--- config.mk ---
export PLATFORM = sky130hd
export DESIGN_NAME = jpd_scan_ctrl
export DESIGN_NICKNAME = d
export VERILOG_FILES = /design/src/rtl/jpd_scan_ctrl_pkg.sv /design/src/rtl/jpd_sync2.sv /design/src/rtl/jpd_scan_ctrl.sv
export SDC_FILE = /design/constraint.sdc
export NUM_CORES = 1
export LEC_CHECK = 0
export CAP_MARGIN = 30
export CORE_MARGIN = 2
export CORE_UTILIZATION = 55
export CTS_CLUSTER_SIZE = 10
export DETAILED_ROUTE_END_ITERATION = 7
export GPL_TIMING_DRIVEN = 0
export PLACE_DENSITY = 0.74
export SETUP_SLACK_MARGIN = 0.02
export SLEW_MARGIN = 20
export SYNTH_ARGS = -nofsm -noshare
export SYNTH_HDL_FRONTEND = slang
export SYNTH_SLANG_ARGS = --single-unit
--- constraint.sdc ---
create_clock -name i_clk -period 4.2 [get_ports i_clk]
set_input_delay 0.42 -clock i_clk [delete_from_list [all_inputs] [get_ports i_clk]]
set_output_delay 0.42 -clock i_clk [all_outputs]
set_load 0.02 [all_outputs]
--- src/rtl/jpd_scan_ctrl_pkg.sv ---
// Shared definitions for the SNES-style joypad scanner: FSM states, raw/vector
// bit positions, presence signature and the raw-to-candidate decode.
package jpd_scan_ctrl_pkg;

  typedef enum logic [1:0] {
    JPD_ST_IDLE   = 2'd0,
    JPD_ST_LATCH  = 2'd1,
    JPD_ST_SHIFT  = 2'd2,
    JPD_ST_UPDATE = 2'd3
  } jpd_state_e;

  // Raw serial bit positions as shifted out by the pad (L/R at 10/11 are unused).
  localparam int JPD_RAW_B     = 0;
  localparam int JPD_RAW_Y     = 1;
  localparam int JPD_RAW_SEL   = 2;
  localparam int JPD_RAW_START = 3;
  localparam int JPD_RAW_UP    = 4;
  localparam int JPD_RAW_DN    = 5;
  localparam int JPD_RAW_LT    = 6;
  localparam int JPD_RAW_RT    = 7;
  localparam int JPD_RAW_A     = 8;
  localparam int JPD_RAW_X     = 9;
  localparam int JPD_RAW_SIG   = 12;

  // Vector order {up,down,left,right,b,a,tb,ta,select,start}, MSB first.
  localparam int JPD_VEC_START  = 0;
  localparam int JPD_VEC_SELECT = 1;
  localparam int JPD_VEC_TA     = 2;
  localparam int JPD_VEC_TB     = 3;
  localparam int JPD_VEC_A      = 4;
  localparam int JPD_VEC_B      = 5;
  localparam int JPD_VEC_RIGHT  = 6;
  localparam int JPD_VEC_LEFT   = 7;
  localparam int JPD_VEC_DOWN   = 8;
  localparam int JPD_VEC_UP     = 9;

  localparam logic [3:0] JPD_SIGNATURE = 4'hF;

  typedef struct packed {
    logic       present;
    logic [9:0] vec;
  } jpd_cand_t;

  // An absent pad (signature mismatch) always decodes to the all-zero candidate.
  function automatic jpd_cand_t jpd_decode(input logic [15:0] raw);
    jpd_cand_t c;
    c = '0;
    if (raw[JPD_RAW_SIG +: 4] == JPD_SIGNATURE) begin
      c.present               = 1'b1;
      c.vec[JPD_VEC_UP]       = ~raw[JPD_RAW_UP];
      c.vec[JPD_VEC_DOWN]     = ~raw[JPD_RAW_DN];
      c.vec[JPD_VEC_LEFT]     = ~raw[JPD_RAW_LT];
      c.vec[JPD_VEC_RIGHT]    = ~raw[JPD_RAW_RT];
      c.vec[JPD_VEC_B]        = ~raw[JPD_RAW_B];
      c.vec[JPD_VEC_A]        = ~raw[JPD_RAW_A];
      c.vec[JPD_VEC_TB]       = ~raw[JPD_RAW_Y];
      c.vec[JPD_VEC_TA]       = ~raw[JPD_RAW_X];
      c.vec[JPD_VEC_SELECT]   = ~raw[JPD_RAW_SEL];
      c.vec[JPD_VEC_START]    = ~raw[JPD_RAW_START];
    end
    return c;
  endfunction

endpackage

--- src/rtl/jpd_sync2.sv ---
// Two-flop synchronizer for an asynchronous pad data line; resets to the
// idle/released level (1).
module jpd_sync2 (
  input  logic clk,
  input  logic rst,
  input  logic d,
  output logic q
);

  logic meta;

  always_ff @(posedge clk or posedge rst) begin
    if (rst) begin
      meta <= 1'b1;
      q    <= 1'b1;
    end else begin
      meta <= d;
      q    <= meta;
    end
  end

endmodule

--- src/rtl/jpd_scan_ctrl.sv ---
// Periodic scanner for two serial gamepads on a shared latch/clock pair, with
// two-scan agreement filtering of the per-player button vectors.
module jpd_scan_ctrl
  import jpd_scan_ctrl_pkg::*;
#(
  parameter int CLK_DIV  = 300,
  parameter int SCAN_DIV = 833333
) (
  input  logic       i_clk,
  input  logic       i_rst,
  input  logic       i_scan_en,
  input  logic       i_pad1_data,
  input  logic       i_pad2_data,
  output logic       o_pad_latch,
  output logic       o_pad_clk,
  output logic [9:0] o_jpd_1p,
  output logic [9:0] o_jpd_2p,
  output logic       o_1p_present,
  output logic       o_2p_present,
  output logic       o_scan_done
);

  localparam int TW = $clog2(SCAN_DIV);
  localparam int HW = $clog2(CLK_DIV);
  localparam logic [TW-1:0] TIMER_LAST = TW'(SCAN_DIV - 1);
  localparam logic [HW-1:0] HALF_LAST  = HW'(CLK_DIV - 1);

  logic pad1_sync;
  logic pad2_sync;

  jpd_sync2 u_sync_pad1 (.clk(i_clk), .rst(i_rst), .d(i_pad1_data), .q(pad1_sync));
  jpd_sync2 u_sync_pad2 (.clk(i_clk), .rst(i_rst), .d(i_pad2_data), .q(pad2_sync));

  jpd_state_e    state;
  logic [TW-1:0] timer;
  logic [HW-1:0] half_cnt;
  logic          second_half;
  logic [3:0]    slot;
  logic [15:0]   raw1;
  logic [15:0]   raw2;
  jpd_cand_t     prev1;
  jpd_cand_t     prev2;
  jpd_cand_t     cand1;
  jpd_cand_t     cand2;
  logic          tick;

  assign tick  = (timer == TIMER_LAST);
  assign cand1 = jpd_decode(raw1);
  assign cand2 = jpd_decode(raw2);

  // Free-running period timer, independent of the FSM and of i_scan_en.
  always_ff @(posedge i_clk or posedge i_rst) begin
    if (i_rst) begin
      timer <= '0;
    end else begin
      timer <= tick ? '0 : timer + TW'(1);
    end
  end

  always_ff @(posedge i_clk or posedge i_rst) begin
    if (i_rst) begin
      state        <= JPD_ST_IDLE;
      half_cnt     <= '0;
      second_half  <= 1'b0;
      slot         <= '0;
      raw1         <= '0;
      raw2         <= '0;
      prev1        <= '0;
      prev2        <= '0;
      o_pad_latch  <= 1'b0;
      o_pad_clk    <= 1'b1;
      o_jpd_1p     <= '0;
      o_jpd_2p     <= '0;
      o_1p_present <= 1'b0;
      o_2p_present <= 1'b0;
      o_scan_done  <= 1'b0;
    end else begin
      case (state)
        JPD_ST_IDLE: begin
          if (tick && i_scan_en) begin
            state       <= JPD_ST_LATCH;
            o_pad_latch <= 1'b1;
            half_cnt    <= '0;
            second_half <= 1'b0;
          end
        end
        JPD_ST_LATCH: begin
          // Latch pulse spans two half periods with the shift clock held high.
          if (half_cnt == HALF_LAST) begin
            half_cnt    <= '0;
            second_half <= ~second_half;
            if (second_half) begin
              state       <= JPD_ST_SHIFT;
              o_pad_latch <= 1'b0;
              slot        <= '0;
            end
          end else begin
            half_cnt <= half_cnt + HW'(1);
          end
        end
        JPD_ST_SHIFT: begin
          if (half_cnt == HALF_LAST) begin
            half_cnt    <= '0;
            second_half <= ~second_half;
            if (!second_half) begin
              // Sample at the end of the high half; bit k ends up in raw[k].
              raw1      <= {pad1_sync, raw1[15:1]};
              raw2      <= {pad2_sync, raw2[15:1]};
              o_pad_clk <= 1'b0;
            end else begin
              o_pad_clk <= 1'b1;
              if (slot == 4'd15) begin
                state       <= JPD_ST_UPDATE;
                o_scan_done <= 1'b1;
              end else begin
                slot <= slot + 4'd1;
              end
            end
          end else begin
            half_cnt <= half_cnt + HW'(1);
          end
        end
        JPD_ST_UPDATE: begin
          state       <= JPD_ST_IDLE;
          o_scan_done <= 1'b0;
          // Commit only when two consecutive scans agree; history always advances.
          if (cand1 == prev1) {o_1p_present, o_jpd_1p} <= cand1;
          if (cand2 == prev2) {o_2p_present, o_jpd_2p} <= cand2;
          prev1 <= cand1;
          prev2 <= cand2;
        end
        default: state <= JPD_ST_IDLE;
      endcase
    end
  end

endmodule

==> results.py, run 1 <==
metrics = {
    "status": {
        "status": "finished, final reports clean",
    },
    "worst_hold_path": {
        "hp-class": "input pin to flip-flop",
    },
    "clocking": {
        "cts.repair.resized": 0,
        "cts_hold_buf": 0,
        "post_cts_buffers": 0,
        "cts_root_buffer": "clkbuf_8",
        "cts_sinks": 119,
        "htree_levels": 4,
        "cts_made_buffers": 17,
        "path_clk_slew_ns": 0.05,
        "cts_tree": "yes",
        "clk_path_buf_depth": 2,
        "clock_latency_ns": 0.51,
    },
    "place": {
        "dpl.hpwl_mm": 6.76,
        "routabilityCongestion": 0.818,
        "dp_cells": 634,
        "pre_cts_slack_ns": 1.73,
        "port_buffers": 29,
        "place_area_um2": 5970,
    },
    "timing": {
        "setup_viol": 0,
        "rsz0062_at_grt": "false",
        "hold_viol_final": 0,
        "slew_headroom_pct": 44.1,
        "drv_slew": 0,
        "worstMarginPinSlew_ns": 0.831,
        "fmax_mhz": 384,
        "clock_skew_ns": 0.00506,
        "fin_crit_sh_pct": 62.1,
        "period_minus_slack_ns": 2.61,
        "worst_slack_ns": 1.59,
    },
    "yosys": {
        "synthCells": 471,
        "netlist_top_cells_count": "dfrtp_1, mux2_2, nor2_1, nand2_1, o21ai_0",
        "synth_area_leader_cell": "dfrtp_1",
        "synth_top_area_share_pct": 52.0,
        "syn-cell-area_um2": 5480,
        "yosys-top-cells-area": "dfrtp_1, mux2_2, nor2_1",
        "ys_types": 50,
        "synth_edf_count": 0,
        "seq_area_frac_synth_pct": 54.4,
        "synth.most_common_cell": "dfrtp_1",
        "synth-main-ff-cell": "dfrtp_1",
        "ys_ff_latch": 119,
        "synth_nets": 484,
        "asyncSetResetFlopFracSynth_pct": 100,
        "syn_area_per_cell_um2": 11.6,
        "yosys_warnings": 0,
    },
    "floorplanning": {
        "io_pins": 30,
        "initial_core_util_pct": 56.3,
        "die_h_um": 104,
        "rows": 36,
        "die_area_um2": 10800,
        "die_w_um": 104,
        "core_area_um2": 9730,
    },
    "cells_and_area": {
        "fin_util_pct": 67.1,
        "final_cells": 666,
        "drive_above_1_share_pct": 22.3,
        "area.growth.synth_to_final_pct": 19.1,
        "final_area_um2": 6530,
        "final_nets": 533,
        "antenna_cells": 0,
        "fillCellCount": 741,
    },
    "critical_path": {
        "critPathLaunch": "raw2[12]$_DFFE_PP0P_",
        "path_cells": "nand4_1, a21oi_1, o32ai_1, nand3_1, nor2_1, buf_1, mux2_2",
        "critPathCapture": "o_jpd_2p[0]$_DFFE_PP0P_",
        "path_max_fanout": 10,
        "cp-end-kind": "flip-flop",
        "rrSetupSlack_ns": 1.59,
        "slowest_stage": "buf_1",
        "slowest_delay_ns": 0.51,
        "r2r-end": "o_jpd_2p[0]$_DFFE_PP0P_",
        "crit-reg2reg-launch": "raw2[12]$_DFFE_PP0P_",
        "critical_path_class": "flip-flop to flip-flop",
        "reg2reg_depth": 7,
        "required_ns": 4.59,
        "crit_arrival_ns": 3.00,
        "start_kind": "flip-flop",
    },
    "grt": {
        "grtUsageTotal_pct": 20.8,
        "antenna_found_initial": 0,
        "grt_pass1_vias": 3749,
        "gr-total-overflow": 0,
        "grt_pass1_wl_mm": 18.1,
        "grt_start_max_net_pins": 67,
    },
    "drt": {
        "wl_met2_mm": 5.00,
        "postRouteAntennaNets": 0,
        "drt-total-wl_mm": 10.3,
        "drc_errors": 0,
        "wl_met1_mm": 4.83,
        "num_vias": 3749,
        "drt-wirelength-per-cell_um": 15.5,
        "avgViaCountPerCell": 5.63,
        "wl_met3_um": 343,
        "drtIter0Drc": 134,
        "top_layer": "met4",
        "drt_pre_antenna_iters": 4,
    },
    "power": {
        "peakVddDrop_mv": 0.262,
        "powerDensity_nw_per_um2": 388,
        "leakagePower_nw": 3.11,
    },
    "run": {
        "drv_cap": 0,
    },
}
[stage by stage]
stage / power, mW / setup TNS (ns) / hold WS [ns]
after floorplan: 1.19 / 0 / 0.345
after CTS: 2.55 / 0 / 0.297
after global routing: 2.63 / 0 / 0.316
after global placement: 1.20 / -117.88 / 0.346
after detailed placement: 1.20 / 0 / 0.358
final: 2.53 / 0 / 0.312
[sequential cells by signal (all words and copies together) (netlist names)]
name / cells
timer: 20
raw1: 16
raw2: 16
prev1: 11
prev2: 11
o_jpd_1p: 10
o_jpd_2p: 10
half_cnt: 9
slot: 4
state: 2
o_1p_present: 1
o_2p_present: 1
o_pad_clk: 1
o_pad_latch: 1
o_scan_done: 1
second_half: 1
u_sync_pad1.meta: 1
u_sync_pad1.q: 1
u_sync_pad2.meta: 1
u_sync_pad2.q: 1
[area by class of cell]
| cell class | count | area [um^2] | area share (%) |
|---|---|---|---|
| plain buffers | 17 | 77.6 | 1.19 |
| well taps | 133 | 166 | 2.55 |
| clock buffers | 22 | 453 | 6.94 |
| inverters | 11 | 46.3 | 0.709 |
| repair buffers | 30 | 318 | 4.87 |
| multi-input cells | 324 | 2380 | 36.4 |
| clock inverters | 10 | 103 | 1.57 |
| flip-flops and latches | 119 | 2980 | 45.7 |
[worst min-delay path by stage]
stage	start	endpoint	slack (ns)	cells past startpoint
3_5_place_dp	u_sync_pad2.meta$_DFF_PP1_	u_sync_pad2.q$_DFF_PP1_	0.36	0
4_1_cts	i_pad1_data	u_sync_pad1.meta$_DFF_PP1_	0.30	1
5_1_grt	i_pad1_data	u_sync_pad1.meta$_DFF_PP1_	0.32	1
6_report	i_pad1_data	u_sync_pad1.meta$_DFF_PP1_	0.31	1
2_1_floorplan	u_sync_pad1.meta$_DFF_PP1_	u_sync_pad1.q$_DFF_PP1_	0.35	0
3_3_place_gp	u_sync_pad2.meta$_DFF_PP1_	u_sync_pad2.q$_DFF_PP1_	0.35	0
[logic make-up after synthesis]
logic type,Yosys count,share of synthesized area [%]
AOI/OAI and AO/OA,71,8.26
xor gates and xnor gates,27,4.31
adders and majority gates,8,1.83
buffers and inverters,28,2.17
DFF,119,54.4
muxes,73,15.1
and+or+nand+nor,145,13.9
[worst max-delay path, delay by kind of cell (launching register included)]
kind,cells,cell delay [ns]
multiplexers,1,0.42
buffers and inverters,1,0.51
flip-flops,1,0.40
AND/OR/NAND/NOR,3,0.68
AO/OA/AOI/OAI,2,0.46
[metal layers]
metal	vias up	global-route usage (%)
li1	1794	-
met4	0	7.72
met5	-	0
met2	64	32.6
met1	1877	27.7
met3	14	5.73
[report_power, final]
part	internal (mW)	switching, mW	total, mW
Clock	0.866	0.486	1.35
Combinational	0.00625	0.0226	0.0289
Sequential	1.15	0.000746	1.15
[placed cells by master (no fill, tap or decap), types with 3 or more instances in the layout]
master and count:
xnor2_1 9, nor3_1 3, clkbuf_1 13, nand4_1 9, clkbuf_8 3, nor2_1 46
dfrtp_1 114, o31ai_1 5, clkdlybuf4s50_1 29, buf_2 5, mux2_2 72, nand3_1 18
clkinv_2 7, inv_1 10, and3_1 8, and2_1 4, nor4_1 3, ha_1 8
nor2b_1 3, xor2_1 18, nor4bb_1 4, nand4b_1 3, dfstp_2 5, o21ai_0 27
a21oi_1 12, clkbuf_16 16, o32ai_1 4, nand2_1 29, a22o_1 4, a31oi_1 8
nand2b_1 5
Power figures use the tool's default switching activity.
==> run 2: changes to the inputs <==
clock period = 2.4 ns   (was 4.2 ns; I/O delays follow)
==> results.py, run 2 (synthesis gave the netlist of run 1 again) <==
metrics = {
    "grt": {
        "grt_pass1_wl_mm": 18.4,
        "grtUsageTotal_pct": 21.2,
        "grt_pass1_vias": 3918,
        "gr-total-overflow": 0,
        "grt_start_max_net_pins": 36,
        "antenna_found_initial": 0,
    },
    "clocking": {
        "clock_latency_ns": 0.51,
        "cts_root_buffer": "clkbuf_8",
        "path_clk_slew_ns": 0.06,
        "cts_sinks": 119,
        "htree_levels": 4,
        "clk_path_buf_depth": 2,
        "cts_tree": "yes",
        "cts_hold_buf": 0,
        "cts_made_buffers": 17,
    },
    "critical_path": {
        "crit-reg2reg-launch": "half_cnt[7]$_DFFE_PP0P_",
        "cp.depth": 6,
        "slowest_stage": "or4b_4",
        "path_max_fanout": 10,
        "path_cells": "or4b_4, nor3b_4, and3b_1, clkbuf_4, buf_4, mux2_2",
        "reg2reg_depth": 6,
        "slowest_delay_ns": 0.56,
        "crit_arrival_ns": 2.70,
        "required_ns": 2.79,
        "critPathBufInv": 2,
        "critical_path_class": "flip-flop to flip-flop",
        "start_kind": "flip-flop",
        "cp-end-kind": "flip-flop",
        "rrSetupSlack_ns": 0.09,
        "r2r-end": "raw2[15]$_DFFE_PP0P_",
        "cp_top_family": "simple AND/OR/NAND/NOR gates",
    },
    "drt": {
        "drt-total-wl_mm": 10.9,
        "postRouteAntennaNets": 0,
        "drtIter0Drc": 214,
        "num_vias": 3879,
        "drt-wirelength-per-cell_um": 16.1,
        "drt_pre_antenna_iters": 5,
        "avgViaCountPerCell": 5.75,
        "drc_errors": 0,
    },
    "floorplanning": {
        "core_area_um2": 9730,
        "io_pins": 30,
        "die_h_um": 104,
        "initial_core_util_pct": 56.3,
        "die_w_um": 104,
        "rows": 36,
        "die_area_um2": 10800,
    },
    "power": {
        "peakVddDrop_mv": 0.421,
        "p_seq_share_pct": 42.0,
        "p_int_mw": 3.87,
        "p_comb_share_pct": 1.2,
        "p_switching_uw": 935,
        "power_mw": 4.80,
        "leakagePower_nw": 3.20,
        "powerDensity_nw_per_um2": 714,
        "sw_frac_of_total_pct": 19.5,
        "clkPwrFrac_pct": 56.9,
    },
    "place": {
        "dpl.hpwl_mm": 6.99,
        "routabilityCongestion": 0.833,
        "place_area_um2": 6000,
        "port_buffers": 29,
    },
    "run": {
        "drv_cap": 0,
    },
    "cells_and_area": {
        "fin_util_pct": 69.2,
        "final_area_um2": 6730,
        "regMostFlops": "timer",
        "final_nets": 542,
        "reg.largest.list": "timer x20, raw1 x16, raw2 x16",
        "fillCellCount": 717,
        "largest_register_ffs": 20,
        "area.growth.synth_to_final_pct": 22.8,
        "drive_above_1_share_pct": 25.5,
        "antenna_cells": 0,
        "mostFrequentLayoutCell": "dfrtp_1",
        "final_cell_mix": "dfrtp_1, mux2_2, nor2_1",
    },
    "timing": {
        "worstMarginPinSlew_ns": 0.793,
        "drv_slew": 0,
        "setup_tns_ns": 0,
        "fmax_mhz": 434,
        "slew_headroom_pct": 46.6,
        "setup_viol": 0,
        "period_minus_slack_ns": 2.31,
        "hold_viol_final": 0,
        "clock_skew_ns": 0.00868,
        "hold_ws_ns": 0.141,
        "fin_crit_sh_pct": 96.1,
    },
    "worst_hold_path": {
        "min_to": "u_sync_pad2.meta$_DFF_PP1_",
        "hp-class": "input pin to flip-flop",
        "min_path_cells": 1,
        "worstHoldStart": "i_pad2_data",
    },
    "status": {
        "status": "finished, final reports clean",
    },
}
## run 2: power by group through the flow
stage,registers (mW),clock network [mW],logic (mW)
final,2.02,2.73,0.0569
after global routing,2.01,2.87,0.0666
after CTS,2.01,2.77,0.0605
after detailed placement,2.05,0,0.0602
after global placement,2.05,0,0.0471
after floorplan,2.05,0,0.0295
## run 2: repair_timing
action                     4_1_cts  5_1_grt
pin swaps                        1        3
gates resized for setup          3       12
gates cloned                     0        0
setup endpoints to repair       33       53
setup buffers                    1        8
## run 2: how the worst max path moves through the flow
stage	startpoint	to	slack, ns
after floorplan	half_cnt[7]$_DFFE_PP0P_	state[1]$_DFFE_PP0P_	0.17
after global placement	i_rst	o_jpd_2p[3]$_DFFE_PP0P_	-0.38
after detailed placement	half_cnt[7]$_DFFE_PP0P_	raw1[2]$_DFFE_PP0P_	-0.07
after CTS	half_cnt[7]$_DFFE_PP0P_	raw2[15]$_DFFE_PP0P_	0.04
after global routing	half_cnt[4]$_DFFE_PP0P_	raw2[15]$_DFFE_PP0P_	-0.02
final	half_cnt[7]$_DFFE_PP0P_	raw2[15]$_DFFE_PP0P_	0.09
## run 2: layout make-up
cell class / count / area [um^2] / share of cell area, %
tap: 133 / 166 / 2.47
timing repair buffer: 41 / 418 / 6.21
clock inverter: 13 / 201 / 2.99
buffer: 15 / 83.8 / 1.25
multi-input combinational: 324 / 2390 / 35.5
clock buffer: 19 / 442 / 6.56
sequential: 119 / 2980 / 44.3
inverter: 11 / 45.0 / 0.669
## run 2: worst reg2reg max path, delay by kind of cell (launching register included)
kind / cells / cell delay [ns]
AND/OR/NAND/NOR: 3 / 1.03
flip-flops: 1 / 0.41
buffers and inverters: 2 / 0.40
multiplexers: 1 / 0.35
## run 2: per-layer routing
metal	GRT usage, %	wire length, um	up-vias
met5	0	0	-
met2	35.8	5490	80
met1	26.4	4870	1969
li1	-	-	1814
met3	5.10	359	16
met4	8.69	141	0
## run 2: metrics by stage
stage	cells	setup slack, ns
final	675	0.0943
after global routing	675	-0.0215
after CTS	669	0.0365
after detailed placement	636	-0.0717
after global placement	633	-0.383
after floorplan	471	0.168
==> run 3: changes to the inputs <==
CORE_UTILIZATION = 52   (was 55)
CTS_CLUSTER_DIAMETER = 30   (was default)
PLACE_DENSITY = 0.71   (was 0.74)
==> results.py, run 3 (synthesis gave the netlist of run 1 again) <==
metrics = {
    "timing": {
        "drv_slew": 0,
        "worstMarginPinSlew_ns": 0.785,
        "period_minus_slack_ns": 2.32,
        "fin_crit_sh_pct": 96.5,
        "slew_headroom_pct": 47.2,
        "clock_skew_ns": 0.0148,
        "fmax_mhz": 432,
        "rsz0062_at_grt": "true",
        "hold_viol_final": 0,
        "setup_viol": 0,
    },
    "place": {
        "port_buffers": 29,
        "routabilityCongestion": 0.828,
        "dpl.hpwl_mm": 7.06,
        "place_area_um2": 6030,
        "dp_cells": 640,
    },
    "grt": {
        "grt_pass1_vias": 3800,
        "grt_pass1_wl_mm": 18.0,
        "grt_start_max_net_pins": 32,
        "antenna_found_initial": 0,
        "gr-total-overflow": 0,
        "grtUsageTotal_pct": 20.0,
    },
    "drt": {
        "drt-total-wl_mm": 10.6,
        "drc_errors": 0,
        "num_vias": 3792,
        "drt_pre_antenna_iters": 5,
        "avgViaCountPerCell": 5.60,
        "postRouteAntennaNets": 0,
        "drt-wirelength-per-cell_um": 15.7,
        "drtIter0Drc": 154,
    },
    "cells_and_area": {
        "mostFrequentLayoutCell": "dfrtp_1",
        "area.growth.synth_to_final_pct": 22.3,
        "regMostFlops": "timer",
        "final_cells": 677,
        "final_nets": 541,
        "drive_above_1_share_pct": 24.8,
        "largest_register_ffs": 20,
        "reg.largest.list": "timer x20, raw1 x16, raw2 x16",
        "final_area_um2": 6700,
        "final_cell_mix": "dfrtp_1, mux2_2, nor2_1",
        "antenna_cells": 0,
    },
    "critical_path": {
        "path_max_fanout": 10,
        "critical_path_class": "flip-flop to flip-flop",
        "r2r-end": "state[1]$_DFFE_PP0P_",
        "start_kind": "flip-flop",
        "reg2reg_depth": 7,
        "rrSetupSlack_ns": 0.08,
        "cp-end-kind": "flip-flop",
        "crit-reg2reg-launch": "half_cnt[7]$_DFFE_PP0P_",
        "required_ns": 2.80,
        "crit_arrival_ns": 2.71,
    },
    "floorplanning": {
        "die_area_um2": 11400,
        "io_pins": 30,
        "rows": 37,
        "die_h_um": 107,
        "initial_core_util_pct": 53.3,
        "core_area_um2": 10300,
        "die_w_um": 107,
    },
    "clocking": {
        "cts_sinks": 119,
        "path_clk_slew_ns": 0.06,
        "cts_hold_buf": 0,
        "cts_tree": "yes",
        "clock_latency_ns": 0.51,
        "cts_made_buffers": 17,
        "cts_root_buffer": "clkbuf_8",
        "htree_levels": 4,
        "clk_path_buf_depth": 2,
    },
    "run": {
        "drv_cap": 0,
    },
    "power": {
        "powerDensity_nw_per_um2": 687,
        "peakVddDrop_mv": 0.372,
        "leakagePower_nw": 3.19,
        "power_mw": 4.60,
    },
    "status": {
        "status": "finished, final reports clean",
    },
    "worst_hold_path": {
        "hp-class": "input pin to async pin",
    },
}
[run 3: cell types whose count changed in the layout (fill, tap and decap cells not counted), moves of 2 or more]
cell,previous run,this run
clkinv_4,1,6
bufinv_16,5,3
buf_4,10,8
clkinv_2,4,2
[run 3: final cells by class]
cell class	count	area, um^2
well taps	136	170
multi-input cells	324	2380
repair buffers	39	423
clock buffers	18	428
flip-flops and latches	119	2980
fillers	790	3580
clock inverters	14	176
plain buffers	16	90.1
inverters	11	45.0
[run 3: critical path, stage by stage (launching register included)]
cell and delay [ns]:
dfrtp_1 0.41, or4b_4 0.56, nor3b_4 0.26, and2_1 0.18, buf_6 0.14, a21boi_2 0.06, a221o_1 0.30, mux2_4 0.30
[run 3: timing repair]
action / CTS / global route
buffers inserted: 4 / 2
pin swaps: 2 / 1
gates resized for setup: 4 / 6
endpoints found under the setup margin: 39 / 42
[run 3: how the worst max path moves through the flow]
stage	start	endpoint	slack [ns]	cells after the start
4_1_cts	half_cnt[7]$_DFFE_PP0P_	raw1[15]$_DFFE_PP0P_	0.04	6
3_3_place_gp	i_rst	o_jpd_2p[3]$_DFFE_PP0P_	-0.37	2
2_1_floorplan	half_cnt[7]$_DFFE_PP0P_	state[1]$_DFFE_PP0P_	0.17	7
6_report	half_cnt[7]$_DFFE_PP0P_	state[1]$_DFFE_PP0P_	0.08	7
5_1_grt	half_cnt[7]$_DFFE_PP0P_	state[1]$_DFFE_PP0P_	0.02	7
3_5_place_dp	raw2[12]$_DFFE_PP0P_	o_jpd_2p[4]$_DFFE_PP0P_	-0.1	7
[run 3: per-stage QoR]
| step | utilization (%) | worst slack, ns | hold WS (ns) | setup TNS, ns |
|---|---|---|---|---|
| floorplan | - | 0.168 | 0.244 | 0 |
| global placement | 57.9 | -0.373 | 0.358 | -42.36 |
| detailed placement | 58.7 | -0.0954 | 0.357 | -2.41 |
| CTS | 65.0 | 0.0366 | 0.0357 | 0 |
| global route | 65.2 | 0.0159 | 0.0584 | 0 |
| finish | 65.2 | 0.0838 | 0.0439 | 0 |
[run 3: layer usage]
| metal | track usage, % | routed length (um) | vias up | part of all wire, % |
|---|---|---|---|---|
| met5 | 0 | 0 | - | 0 |
| met4 | 5.57 | 65 | 0 | 0.61 |
| met1 | 26.1 | 4840 | 1905 | 46 |
| li1 | - | - | 1810 | - |
| met3 | 4.98 | 333 | 6 | 3.1 |
| met2 | 33.5 | 5360 | 71 | 51 |
[run 3: power by group]
group	leakage, nW	internal, mW	switching [mW]
Combinational	1.28	0.0206	0.0418
Clock	0.291	1.61	0.911
Sequential	1.61	2.01	0.00142
Total	3.19	3.65	0.955
